**config.mk**
```make
export PLATFORM = sky130hd
export DESIGN_NAME = bit_places_to_values_decoder
export DESIGN_NICKNAME = d
export VERILOG_FILES = /design/src/rtl/bit_places_to_values_decoder.sv
export SDC_FILE = /design/constraint.sdc
export NUM_CORES = 1
export LEC_CHECK = 0
export CORE_MARGIN = 1
export CORE_UTILIZATION = 52
export DETAILED_ROUTE_END_ITERATION = 12
export HOLD_SLACK_MARGIN = 0.05
export PLACE_DENSITY = 0.83
export SLEW_MARGIN = 0
export SYNTH_ARGS = -nofsm -noshare
export SYNTH_HDL_FRONTEND = slang
export SYNTH_SLANG_ARGS = --single-unit
```
**constraint.sdc**
```tcl
create_clock -name CLK -period 2.2 [get_ports CLK]
set_clock_uncertainty 0.1 [all_clocks]
set_input_delay 0.44 -clock CLK [delete_from_list [all_inputs] [get_ports CLK]]
set_output_delay 0.44 -clock CLK [all_outputs]
set_load 0.1 [all_outputs]
```
**src/rtl/bit_places_to_values_decoder.sv**
```systemverilog
// bit_places_to_values_decoder
// Reads the activation bit-places token FIFO and rebuilds 8-bit activation
// values. Each token names one set bit, MSB first. LAST closes a value and
// ZERO stands for an all-zero value. Each rebuilt value is written into the
// downstream values FIFO, which gives a loop-back check of the
// value-to-bit-places converter.
//
// Optional build macro: BIT_PLACES_DECODER_CHECK_EN
//   Defined   - sticky ErrorFlag reports token ordering and framing violations.
//   Undefined - ErrorFlag is tied low and no checking logic is built.
module bit_places_to_values_decoder #(
    parameter int VALUE_W = 8,
    parameter int PLACE_W = 3,   // must be clog2(VALUE_W)
    parameter int COUNT_W = 16
) (
    input  logic               CLK,
    input  logic               RSTN,
    input  logic               ActBitPlacesFIFOReadReady,
    output logic               ActBitPlacesFIFOReadEnable,
    input  logic [PLACE_W+1:0] ActBitPlacesFIFOReadDataOut,
    input  logic               ActValuesFIFOWriteReady,
    output logic               ActValuesFIFOWriteEnable,
    output logic [VALUE_W-1:0] ActValuesFIFOWriteDataIn,
    output logic [COUNT_W-1:0] ValuesOutCount,
    output logic               ErrorFlag
);

    typedef enum logic [1:0] {
        S_IDLE  = 2'd0,
        S_READ  = 2'd1,
        S_WRITE = 2'd2
    } state_t;

    state_t             state;
    logic [VALUE_W-1:0] acc;
    // Set while the next token to be read opens a new value
    logic               first;

    logic               tokLast;
    logic               tokZero;
    logic [PLACE_W-1:0] tokPlace;
    logic [VALUE_W-1:0] placeMask;

    assign tokLast   = ActBitPlacesFIFOReadDataOut[PLACE_W+1];
    assign tokZero   = ActBitPlacesFIFOReadDataOut[PLACE_W];
    assign tokPlace  = ActBitPlacesFIFOReadDataOut[PLACE_W-1:0];
    assign placeMask = VALUE_W'(1) << tokPlace;

    // Token/value sequencer: read a token, OR its place into acc, and on
    // LAST write the finished value once the values FIFO has room.
    always_ff @(posedge CLK) begin
        if (!RSTN) begin
            state                      <= S_IDLE;
            ActBitPlacesFIFOReadEnable <= 1'b0;
            ActValuesFIFOWriteEnable   <= 1'b0;
            ActValuesFIFOWriteDataIn   <= '0;
            acc                        <= '0;
            ValuesOutCount             <= '0;
            first                      <= 1'b1;
        end else begin
            case (state)
                S_IDLE: begin
                    ActValuesFIFOWriteEnable <= 1'b0;
                    if (ActBitPlacesFIFOReadReady) begin
                        ActBitPlacesFIFOReadEnable <= 1'b1;
                        state                      <= S_READ;
                    end else begin
                        ActBitPlacesFIFOReadEnable <= 1'b0;
                    end
                end
                S_READ: begin
                    ActBitPlacesFIFOReadEnable <= 1'b0;
                    ActValuesFIFOWriteEnable   <= 1'b0;
                    // ZERO tokens carry no place; OR makes repeated places harmless
                    if (!tokZero) begin
                        acc <= acc | placeMask;
                    end
                    first <= tokLast;
                    state <= tokLast ? S_WRITE : S_IDLE;
                end
                S_WRITE: begin
                    ActBitPlacesFIFOReadEnable <= 1'b0;
                    if (ActValuesFIFOWriteReady) begin
                        ActValuesFIFOWriteEnable <= 1'b1;
                        ActValuesFIFOWriteDataIn <= acc;
                        acc                      <= '0;
                        ValuesOutCount           <= ValuesOutCount + COUNT_W'(1);
                        state                    <= S_IDLE;
                    end else begin
                        ActValuesFIFOWriteEnable <= 1'b0;
                    end
                end
                default: begin
                    ActBitPlacesFIFOReadEnable <= 1'b0;
                    ActValuesFIFOWriteEnable   <= 1'b0;
                    state                      <= S_IDLE;
                end
            endcase
        end
    end

`ifdef BIT_PLACES_DECODER_CHECK_EN
    logic [PLACE_W-1:0] prevPlace;

    // Protocol checker: places inside a value must strictly decrease, and a
    // ZERO token must be the only token of its value. The data path is not
    // affected; the flag only records that a violation was seen.
    always_ff @(posedge CLK) begin
        if (!RSTN) begin
            ErrorFlag <= 1'b0;
            prevPlace <= '0;
        end else if (state == S_READ) begin
            if (!tokZero) begin
                if (!first && (tokPlace >= prevPlace)) begin
                    ErrorFlag <= 1'b1;
                end
                prevPlace <= tokPlace;
            end else if (!tokLast || !first) begin
                ErrorFlag <= 1'b1;
            end
        end
    end
`else
    assign ErrorFlag = 1'b0;
`endif

endmodule

```
==> reports/qor.yml, run 1 <==
die_w_um: 55.4
hpwl_um: 2170
ant_nets: 0
startpoint: "ActValuesFIFOWriteReady"
synth_edf_count: 0
pin_count: 36
ys_seq_elements: 36
finalInstanceArea_um2: 1840
end_kind: "flip-flop"
drt_iter0_drc: 44
synth_top_flop_cell: "dfxtp_1"
rrSetupSlack_ps: 540
p_int_mw: 0.792
path_max_fanout: 8
synth_nets: 171
cts_hold_buf: 0
fin_tns_setup_ps: 0
r2r-start: "state[1]"
power_frac_comb_pct: 6.9
setup_viol_count_final: 0
fin_nets: 209
synth.yosys.warnings: 0
htreeDepth: 2
grt_pass1_vias: 1147
rows: 18
antenna_found_initial: 0
syn_inst: 161
final_cells: 227
initial_core_util_pct: 57.2
outcome: "finished clean"
clock-root-buffer: "clkbuf_4"
grt_pass1_wl_um: 4760
netlist_area_um2: 1480
detail_route.vias_per_cell: 5.49
ir_drop_v: 0.000500
synth_top_cell_area_share_pct: 48.6
clock_latency_ps: 340
power_density_nw_per_um2: 565
hp-start: "acc[2]"
total_power_mw: 1.04
yosys-top-cells-count: "dfxtp_1 (36), nand2_1 (23), a21boi_0 (13), and2_1 (9), nor2_1 (9)"
avgRoutedWirePerCell_um: 12.7
cp.required_ps: 2360
die-area_um2: 3070
p_sw_mw: 0.248
clkSinkCount: 36
period_needed_ps: 1820
yosysMostFrequentCell: "dfxtp_1"
yosys-top-cells-area: "dfxtp_1 (49%), a21boi_0 (6.6%), nand2_1 (5.8%), xnor2_1 (4.1%), and2_1 (3.8%)"
dp_slack_ps: 21.7
clk_path_buf_depth: 2
critPathLaunchType: "input pin"
arrival_ps: 1980
placed_area_um2: 1800
first_pass_iters: 4
grt_max_degree: 18
r2r_end: "ValuesOutCount[10]"
cts_setup_buffers: 0
rsz0062_at_grt: "no"
timing.fmax_ghz: 0.551
cts_tree: "built"
p_leak_nw: 0.734
period_share_pct: 82.5
vias: 1247
maxSlewViolCount: 0
numCtsBuffers: 5
drive_above_1_share_pct: 24.9
seq_power_share_pct: 63.6
cp-endpoint: "ValuesOutCount[10]"
drc: 0
diodes: 0
synth_cell_types: 30
syn_to_final_growth_pct: 24.1
cts.clk_slew.worst_paths_ps: 100
place_inst: 222
swShare_pct: 23.8
synth-async-reset-ratio_pct: 0
criticalPathCategory: "in -> reg"
final-hold-violation-count: 0
grt_overflow: 0
cap_violations: 0
core_area_um2: 2590
gp_congestion: 0.735
clkPwrFrac_pct: 29.6
avgSynthCellArea_um2: 9.21
track_usage_pct: 19.8
yosysSeqAreaShare_pct: 48.6
synth_top_area_cell: "dfxtp_1"
portBuffers: 34
hold_class: "reg -> reg"
ctsResizeCount: 0
fin_ws_ps: 385
ff2ff_path_depth: 4
die_y_um: 55.4
wl_um: 2880
per-stage QoR:
stage / utilization, % / hold WS (ps)
finish: 71.0 / 374
global route: 71.0 / 407
CTS: 71.0 / 379
detailed placement: 69.6 / 363
global placement: 69.6 / 351
floorplan: - / 337
registers in the layout (all words and copies together) (netlist names):
| register | flops |
|---|---|
| ValuesOutCount | 16 |
| ActValuesFIFOWriteDataIn | 8 |
| acc | 8 |
| state | 2 |
| ActBitPlacesFIFOReadEnable | 1 |
| ActValuesFIFOWriteEnable | 1 |
critical path, stage by stage:
cell and delay, ps:
clkdlybuf4s50_1 500, and3b_1 290, nand4_2 220, or3_1 350
a21boi_0 180
kinds of logic (layout without fill, tap and decap cells):
family | count (synthesis) | count (layout) | synth area share, %
AND/OR/NAND/NOR | 71 | 71 | 27.7
AO/OA/AOI/OAI | 36 | 36 | 15.7
flip-flops | 36 | 36 | 48.6
buffers and inverters | 9 | 45 | 2.78
XOR/XNOR | 7 | 7 | 4.14
adder cells (fa/ha/maj) | 1 | 1 | 0.844
other | 1 | 1 | 0.253
final cells by class:
cell class | count | area, um^2
fillers | 213 | 751
inverters | 2 | 7.51
multi-input cells | 116 | 721
repair buffers | 38 | 305
clock buffers | 5 | 37.5
well taps | 30 | 37.5
flip-flops and latches | 36 | 731
worst min path at each step:
stage / depth (start not counted) / slack, ps / endpoint
6_report: 2 / 370 / ActValuesFIFOWriteDataIn[2]
5_1_grt: 2 / 410 / acc[2]
4_1_cts: 2 / 380 / ActValuesFIFOWriteDataIn[3]
3_5_place_dp: 2 / 360 / acc[4]
3_3_place_gp: 2 / 350 / acc[1]
2_1_floorplan: 2 / 340 / acc[0]
placed cells by master, fill, tap and decap left out, drive strengths merged:
| cell type | Yosys | layout |
|---|---|---|
| nor2 | 9 | 9 |
| or4 | 1 | 1 |
| clkbuf | 5 | 5 |
| nand3b | 2 | 2 |
| and2 | 9 | 9 |
| nor2b | 2 | 2 |
| buf | 2 | 30 |
| inv | 2 | 2 |
| a21oi | 7 | 7 |
| nor3 | 2 | 2 |
| nand3 | 5 | 5 |
| nand2 | 23 | 23 |
| nand4 | 5 | 5 |
| o21ai | 7 | 7 |
| or3 | 7 | 7 |
| a21boi | 19 | 19 |
| dfxtp | 36 | 36 |
| and3 | 1 | 1 |
| xnor2 | 7 | 7 |
| or3b | 2 | 2 |
| clkdlybuf4s50 | 0 | 8 |
| ha | 1 | 1 |
| and4 | 2 | 2 |
| o31ai | 1 | 1 |
| and3b | 1 | 1 |
| a31oi | 2 | 2 |
| conb | 1 | 1 |
power groups by stage:
stage          registers, mW  clock network (mW)  logic, mW
3_5_place_dp           0.676                   0     0.0712
3_3_place_gp           0.676                   0     0.0707
5_1_grt                0.662               0.333     0.0756
2_1_floorplan          0.688                   0     0.0342
6_report               0.661               0.308     0.0713
4_1_cts                0.661               0.316     0.0715
routing by layer:
metal | vias up | track usage (%) | wire length (um)
li1 | 623 | - | -
met1 | 585 | 22.2 | 1250
met2 | 34 | 33.6 | 1460
met3 | 5 | 5.39 | 131
met4 | 0 | 11.4 | 46
met5 | - | 0 | 0
(Power assumes the default switching activity.)
==> run 2: changes to the inputs <==
- CORE_UTILIZATION: 52 -> 48
- PLACE_DENSITY: 0.83 -> 0.78
- clock period: 2.2 -> 1.8 ns (I/O delays scaled with it)
==> run 2 against run 1 <==
  * The run now ends with design-rule violations left
  * Via count is 2.6% higher
  * Clock-buffer cell count is 1 higher
  * Worst hold slack better by 1.7 ps
  * Non-clock buffer count is 2 higher
  * Sequential power is 20% higher
  * Core utilization is 9.0 points higher
  * Die area is 8.0% higher
  * First-iteration DRC count is 61% higher
  * Critical endpoint is now ValuesOutCount[15]
  * Largest power group unchanged
==> reports/qor.yml, run 2 (synthesis results as in run 1) <==
criticalPathCategory: "in -> reg"  # unchanged
power_density_nw_per_um2: 621  # was 565 nW/um^2
drive_above_1_share_pct: 30.2  # was 24.9%
clkSinkCount: 36  # unchanged
violations: "design-rule violations"
hold_class: "reg -> reg"  # unchanged
routed.top_layer: "met4"  # unchanged
fin_tns_setup_ps: 0  # unchanged
path_max_fanout: 9  # was 8
clk_path_buf_depth: 2  # unchanged
hold_slack_ps: 376  # was 374 ps
ant_nets: 0  # unchanged
p_sw_mw: 0.339  # was 0.248 mW
grt_pass1_vias: 1287  # was 1147
power_frac_comb_pct: 7.2  # was 6.9%
cts.clk_slew.worst_paths_ps: 110  # was 100 ps
top_register: "ValuesOutCount"  # unchanged
initial_core_util_pct: 52.4  # was 57.2%
setup_viol_count_final: 0  # unchanged
postLayoutCoreUtil_pct: 80.1  # was 71.0%
period_needed_ps: 1650
reg_top3: "ValuesOutCount: 16 flops, ActValuesFIFOWriteDataIn: 8 flops, acc: 8 flops"  # unchanged
largest_reg_flops: 16  # unchanged
htreeDepth: 2  # unchanged
n_fill_cell: 189  # was 213
final_cell_mix: "buf_12 (27), nand2_1 (23), dfxtp_1 (21)"  # was buf_4 (30), dfxtp_1 (28), nand2_1 (23)
cts_hold_buf: 0  # unchanged
die_w_um: 57.6  # was 55.4 um
cap_violations: 0  # unchanged
track_usage_pct: 23.0  # was 19.8%
first_pass_iters: 10  # was 4
wl_met2_um: 1710  # was 1460 um
pin_count: 36  # unchanged
r2r-start: "state[0]"  # was state[1]
placed_area_um2: 2190  # was 1800 um^2
grt_pass1_wl_um: 5620  # was 4760 um
seq_power_share_pct: 56.5  # was 63.6%
wl_met3_um: 202  # was 131 um
p_int_mw: 1.07  # was 0.792 mW
critPathMaxStageDelay_ps: 490  # was 500 ps
critPathLaunchType: "input pin"  # unchanged
detail_route.vias_per_cell: 5.49  # about the same
total_power_mw: 1.41  # was 1.04 mW
grt_max_degree: 29  # was 18
finalInstanceArea_um2: 2260  # was 1840 um^2
timing.fmax_ghz: 0.605
outcome: "finished with violations"  # was finished clean
final_cells: 233  # was 227
cp_cell_sequence: "clkdlybuf4s50_1 -> and3b_1 -> nand4_4 -> or4_1 -> a21boi_1"  # was clkdlybuf4s50_1 -> and3b_1 -> nand4_2 -> or3_1 -> a21boi_0
cp-endpoint: "ValuesOutCount[15]"  # was ValuesOutCount[10]
rrSetupSlack_ps: 170  # was 540 ps
startpoint: "ActValuesFIFOWriteReady"  # unchanged
maxSlewViolCount: 0  # unchanged
antenna_found_initial: 0  # unchanged
final-hold-violation-count: 0  # unchanged
portBuffers: 34  # unchanged
place_inst: 225  # was 222
cts_setup_buffers: 0  # unchanged
wl_um: 3280  # was 2880 um
gp_congestion: 0.741  # was 0.735
die_y_um: 57.6  # was 55.4 um
avgRoutedWirePerCell_um: 14.1  # was 12.7 um
rows: 19  # was 18
wl_met1_um: 1320  # was 1250 um
dp_slack_ps: -232  # was 21.7 ps
fin_ws_ps: 148  # was 385 ps
clkPwrFrac_pct: 36.3  # was 29.6%
final_common_cell: "buf_12"  # was buf_4
clock-root-buffer: "clkbuf_4"  # unchanged
drt_iter0_drc: 71  # was 44
ff2ff_path_depth: 4  # unchanged
diodes: 0  # unchanged
ir_drop_v: 0.000746  # was 0.000500 V
vias: 1280  # was 1247
rsz0062_at_grt: "no"  # unchanged
swShare_pct: 24.1  # was 23.8%
grt_overflow: 0  # unchanged
core_area_um2: 2830  # was 2590 um^2
syn_to_final_growth_pct: 52.7  # was 24.1%
die-area_um2: 3310  # was 3070 um^2
p_leak_nw: 0.841  # was 0.734 nW
period_share_pct: 91.8
cp.required_ps: 1980  # was 2360 ps
r2r_end: "acc[6]"  # was ValuesOutCount[10]
numCtsBuffers: 5  # unchanged
drc: 1  # was 0
arrival_ps: 1830  # was 1980 ps
slowest_stage: "clkdlybuf4s50_1"  # unchanged
clock_latency_ps: 340  # about the same
fin_nets: 211  # was 209
cts_tree: "built"  # unchanged
hpwl_um: 2370  # was 2170 um
end_kind: "flip-flop"  # unchanged
[run 2: cell count changes in the layout (fill, tap and decap cells not counted), sizes merged]
cell      previous run  this run
buf                 30        32
clkbuf               5         6
clkinv               0         1
clkinvlp             0         1
[run 2: layout make-up]
| cell class | count | area [um^2] | share of cell area, % |
|---|---|---|---|
| tap | 31 | 38.8 | 1.71 |
| multi-input combinational | 116 | 721 | 31.8 |
| clock buffer | 6 | 62.6 | 2.76 |
| sequential | 36 | 764 | 33.8 |
| timing repair buffer | 40 | 658 | 29.1 |
| clock inverter | 2 | 12.5 | 0.552 |
| inverter | 2 | 7.51 | 0.331 |
[run 2: per-layer routing]
metal,vias up,global-route usage [%]
met3,4,7.94
met2,48,40.9
met4,0,11.5
met1,595,23.8
met5,-,0
li1,633,-
[run 2: repair_timing]
item                                   4_1_cts  5_1_grt
endpoints found under the hold margin        0        0
setup endpoints to repair                    0        1
resized for setup                            0        1
[run 2: worst min-delay path by stage]
stage / from / to / slack, ps / depth (start not counted)
2_1_floorplan: acc[0] / acc[0] / 340 / 2
4_1_cts: acc[7] / ActValuesFIFOWriteDataIn[7] / 380 / 2
3_5_place_dp: acc[0] / acc[0] / 360 / 2
5_1_grt: acc[1] / ActValuesFIFOWriteDataIn[1] / 400 / 2
6_report: acc[7] / ActValuesFIFOWriteDataIn[7] / 380 / 2
3_3_place_gp: acc[3] / acc[3] / 350 / 2
[run 2: critical path: cells and delay by family]
family          cells  cell delay [ps]
compound gates      1              140
buf+inv             1              490
simple gates        3              840
[run 2: power by group through the flow]
stage | clock, mW | combinational [mW] | sequential (mW)
2_1_floorplan | 0 | 0.0418 | 0.827
3_3_place_gp | 0 | 0.0995 | 0.812
3_5_place_dp | 0 | 0.101 | 0.813
4_1_cts | 0.529 | 0.101 | 0.794
5_1_grt | 0.560 | 0.107 | 0.796
6_report | 0.510 | 0.102 | 0.794
